## src/rtl/rr_logb_serializer.sv

```systemverilog
// Turns one record/replay logging-bus transaction into a packet made of a
// header beat and then one beat for each asserted logb channel, in ascending channel order.
module rr_logb_serializer #(
  parameter int LOGB_CHANNEL_CNT = 4,
  parameter int LOGE_CHANNEL_CNT = 4,
  parameter int CH_WIDTH         = 64
) (
  input  logic                                 clk,
  input  logic                                 rst,
  input  logic [LOGB_CHANNEL_CNT-1:0]          logb_valid,
  input  logic [LOGB_CHANNEL_CNT*CH_WIDTH-1:0] logb_data,
  input  logic [LOGE_CHANNEL_CNT-1:0]          loge_valid,
  output logic                                 ready,
  output logic                                 out_valid,
  output logic [CH_WIDTH-1:0]                  out_data,
  output logic                                 out_last,
  input  logic                                 out_ready,
  output logic [31:0]                          pkt_cnt,
  output logic                                 busy
);

  // state   | meaning
  // IDLE    | ready high, waiting for any logb/loge valid
  // HDR     | presenting header {loge_mask, logb_mask}
  // DATA    | presenting lowest pending logb channel slice
  localparam logic [1:0] ST_IDLE = 2'd0;
  localparam logic [1:0] ST_HDR  = 2'd1;
  localparam logic [1:0] ST_DATA = 2'd2;

  localparam int MASK_W = LOGB_CHANNEL_CNT + LOGE_CHANNEL_CNT;
  localparam logic [LOGB_CHANNEL_CNT-1:0] PEND_ONE = 1;

  logic [1:0]                           state_q, state_d;
  logic [LOGB_CHANNEL_CNT-1:0]          logb_mask_q, logb_mask_d;
  logic [LOGE_CHANNEL_CNT-1:0]          loge_mask_q, loge_mask_d;
  logic [LOGB_CHANNEL_CNT*CH_WIDTH-1:0] data_q, data_d;
  logic [LOGB_CHANNEL_CNT-1:0]          pending_q, pending_d;
  logic [31:0]                          pkt_cnt_q, pkt_cnt_d;

  logic                        present;
  logic [LOGB_CHANNEL_CNT-1:0] low_oh;
  logic                        pend_single;
  logic [CH_WIDTH-1:0]         hdr_word;
  logic [CH_WIDTH-1:0]         sel_word;

  assign present = (|logb_valid) | (|loge_valid);

  // Isolate the lowest set bit; a single-bit vector leaves nothing after removing it.
  assign low_oh      = pending_q & (~pending_q + PEND_ONE);
  assign pend_single = (pending_q != '0) && ((pending_q & (pending_q - PEND_ONE)) == '0);

  always_comb begin
    hdr_word               = '0;
    hdr_word[MASK_W-1:0]   = {loge_mask_q, logb_mask_q};
  end

  always_comb begin
    sel_word = '0;
    for (int i = 0; i < LOGB_CHANNEL_CNT; i++) begin
      if (low_oh[i]) sel_word = data_q[i*CH_WIDTH +: CH_WIDTH];
    end
  end

  always_comb begin
    state_d     = state_q;
    logb_mask_d = logb_mask_q;
    loge_mask_d = loge_mask_q;
    data_d      = data_q;
    pending_d   = pending_q;
    pkt_cnt_d   = pkt_cnt_q;
    ready       = 1'b0;
    out_valid   = 1'b0;
    out_data    = '0;
    out_last    = 1'b0;
    case (state_q)
      ST_IDLE: begin
        ready = 1'b1;
        if (present) begin
          logb_mask_d = logb_valid;
          loge_mask_d = loge_valid;
          data_d      = logb_data;
          pending_d   = logb_valid;
          state_d     = ST_HDR;
        end
      end
      ST_HDR: begin
        out_valid = 1'b1;
        out_data  = hdr_word;
        out_last  = (logb_mask_q == '0);
        if (out_ready) begin
          if (out_last) begin
            state_d   = ST_IDLE;
            pkt_cnt_d = pkt_cnt_q + 32'd1;
          end else begin
            state_d = ST_DATA;
          end
        end
      end
      ST_DATA: begin
        out_valid = 1'b1;
        out_data  = sel_word;
        out_last  = pend_single;
        if (out_ready) begin
          pending_d = pending_q & ~low_oh;
          if (out_last) begin
            state_d   = ST_IDLE;
            pkt_cnt_d = pkt_cnt_q + 32'd1;
          end
        end
      end
      default: state_d = ST_IDLE;
    endcase
  end

  always_ff @(posedge clk) begin
    if (rst) begin
      state_q     <= ST_IDLE;
      logb_mask_q <= '0;
      loge_mask_q <= '0;
      data_q      <= '0;
      pending_q   <= '0;
      pkt_cnt_q   <= '0;
    end else begin
      state_q     <= state_d;
      logb_mask_q <= logb_mask_d;
      loge_mask_q <= loge_mask_d;
      data_q      <= data_d;
      pending_q   <= pending_d;
      pkt_cnt_q   <= pkt_cnt_d;
    end
  end

  assign pkt_cnt = pkt_cnt_q;
  assign busy    = (state_q != ST_IDLE);

endmodule

```

## config.mk

```make
export PLATFORM = sky130hd
export DESIGN_NAME = rr_logb_serializer
export DESIGN_NICKNAME = d
export VERILOG_FILES = /design/src/rtl/rr_logb_serializer.sv
export SDC_FILE = /design/constraint.sdc
export NUM_CORES = 1
export LEC_CHECK = 0
export BUFFER_PORTS_ARGS = -buffer_cell sky130_fd_sc_hd__buf_2
export CAP_MARGIN = 20
export CORE_MARGIN = 3
export CORE_UTILIZATION = 55
export DETAILED_ROUTE_END_ITERATION = 8
export PLACE_DENSITY = 0.84
export RECOVER_POWER = 25
export SETUP_SLACK_MARGIN = 0.4
export SYNTH_ARGS = -nofsm -noshare
export SYNTH_HDL_FRONTEND = slang
export SYNTH_SLANG_ARGS = --single-unit
```

## constraint.sdc

```tcl
create_clock -name clk -period 6.45 [get_ports clk]
set_clock_uncertainty 0.15 [all_clocks]
set_input_delay 1.29 -clock clk [delete_from_list [all_inputs] [get_ports clk]]
set_output_delay 1.29 -clock clk [all_outputs]
set_load 0.03 [all_outputs]
```

==> flow_metrics.tcl <==
set metrics [dict create \
    rsz0062_at_grt "false" \
    synth-seq-area-share_pct 47.7 \
    dr.pass1.iters 8 \
    coreArea_um2 22200 \
    worst_path_largest_cell_delay_ns 2.46 \
    ys.flop_type "dfxtp_1" \
    die_h_um 158 \
    ios 367 \
    syn2layout_area_growth_pct 22.7 \
    setup_viol 0 \
    crit_fanout 182 \
    rr_worst_depth 7 \
    yosys-top-cells-count "nand2_1, dfxtp_1, a21oi_1, nor2_1, clkbuf_1" \
    tightestPinTransition_ns 3.60 \
    clk_latency_ns 0.54 \
    start_util_pct 57.0 \
    outcome "complete, but fails checks" \
    drc_errors 0 \
    grt_pass1_vias 11900 \
    period_needed_ns 5.33 \
    synth.area.top_cells "dfxtp_1, nand2_1, a21oi_1" \
    drtIter0Drc 1663 \
    total_leakage_power_nw 6.59 \
    fmax_mhz 187 \
    crit_path_end_kind "flop" \
    ys_warn_count 0 \
    finalNonFillerCells 2279 \
    layout_setup_ws_ns 1.12 \
    crit_chain "buf_2 -> or4_1 -> o21ai_4 -> clkbuf_2 -> nand2_1 -> a21oi_1" \
    drv_cap 2 \
    crit_type "in2reg" \
    clock-root-buffer "clkbuf_16" \
    track_usage_pct 31.6 \
    vias_per_cell 5.79 \
    fin_nets 2235 \
    synthArstFlopShare_pct 0 \
    dp_hpwl_um 29800 \
    tns_ns 0 \
    dieArea_um2 24900 \
    routed_wl_um 42400 \
    clk_path_buf_depth 3 \
    gr-total-overflow 0 \
    hold_viol_final 0 \
    routedWlPerCell_um 18.6 \
    ant_nets 0 \
    io_buffers 366 \
    power.total_w 0.00639 \
    gp_congestion 0.976 \
    dp_cells 2211 \
    synth_area_um2 12700 \
    yosysUniqueCellTypes 41 \
    dpl_cell_area_um2 14500 \
    synth_most_common_cell "nand2_1" \
    grt_max_degree 183 \
    yosysTopAreaCellShare_pct 47.7 \
    post_cts.repair.setup_buffers 0 \
    cts_tree "built" \
    syn_nets 1963 \
    power_density_nw_per_um2 411 \
    ctsHoldBuffers 0 \
    synth-edff-count 0 \
    cp_slowest_cell "clkbuf_2" \
    antenna_found_initial 11 \
    htree_num_levels 1 \
    ir_worst_vdd_mv 0.424 \
    grt_pass1_wl_um 62500 \
    path_clk_slew_ns 0.06 \
    drive_gt1_share_pct 20.5 \
    cts_buffers 30 \
    min_path_type "reg2reg" \
    synthCells 1692 \
    cp-start-kind "input pin" \
    max_slew_margin_pct -140 \
    worst_ep_arrival_time_ns 5.65 \
    required_ns 6.77 \
    final_area_um2 15500 \
    fin_crit_sh_pct 82.7 \
    whs_path_depth 2 \
    postSynthAreaPerCell_um2 7.49 \
    cts_sinks 302 \
    yosys_register_bits 302 \
    cts-resized-gates 0 \
    violations "capacitance limit, slew limit" \
    dr_total_vias 13200 \
    dp_slack_ns 2.34 \
    synth_largest_area_cell "dfxtp_1" \
    row_count 54 \
    slew_viol_final 226 \
    die_w_um 158 \
]
stage by stage:
stage                     util, %  hold WS, ns
after floorplan                 -        0.286
final                        69.9        0.305
after global placement       65.2        0.291
after global routing         69.9        0.319
after detailed placement     65.2        0.297
after CTS                    70.0        0.306
layout make-up:
| type | instances | area (um^2) |
|---|---|---|
| clock inverter | 6 | 105 |
| multi-input combinational | 1240 | 6050 |
| fill | 1908 | 6690 |
| inverter | 9 | 33.8 |
| timing repair buffer | 381 | 1980 |
| sequential | 302 | 6050 |
| antenna | 12 | 30.0 |
| tap | 280 | 350 |
| clock buffer | 49 | 943 |
worst max-delay path, delay by kind of cell:
family	cells	cell delay [ns]
AOI/OAI and AO/OA	2	0.64
buffers and inverters	2	2.59
and+or+nand+nor	2	0.89
registers in the layout, indices dropped and copies added (netlist names):
name	count
data_q	256
loge_mask_q	4
state_q	2
pending_q	4
logb_mask_q	4
pkt_cnt	32
logic make-up after synthesis:
family	synth area share, %
AOI/OAI and AO/OA	21.2
buffers and inverters	4.76
muxes	0.0889
adders and majority gates	0.395
xor gates and xnor gates	1.52
and+or+nand+nor	24.3
DFF	47.7
layer usage:
metal	part of all wire (%)	vias up	global-route usage [%]	routed length [um]
li1	-	6294	-	-
met1	43	6143	45.5	18100
met2	44	650	46.5	18600
met3	10	99	7.49	4310
met4	3.4	2	11.2	1460
met5	0.031	-	0	13
power by group:
group          total (W)  leakage, nW  internal (W)  switching [W]
registers        0.00257         2.49       0.00227       0.000298
logic            0.00199         3.58      0.000629        0.00136
clock network    0.00183        0.518       0.00111       0.000721
cells in the final DEF (no fill, tap or decap), drive strengths merged, types with 4 or more instances in the layout:
cell	synthesis	routed
nand2	549	549
nor4	4	4
a21oi	279	279
clkbuf	102	86
nand3	16	16
xnor2	5	5
xor2	17	17
inv	9	9
buf	39	344
diode	0	12
nor2	152	152
nor3	5	5
or3	9	9
nand4	13	13
o21ai	24	24
dfxtp	302	302
ha	4	4
a221oi	64	64
a22oi	66	66
and3	6	6
final timing paths:
path	from	to	slack, ns
worst max-delay path	logb_valid[3]	data_q[169]	1.12
worst min-delay path	data_q[203]	data_q[203]	0.31
worst min register to register	data_q[203]	data_q[203]	0.31
worst max register to register	state_q[1]	data_q[221]	1.56
Power figures use the tool's default switching activity.
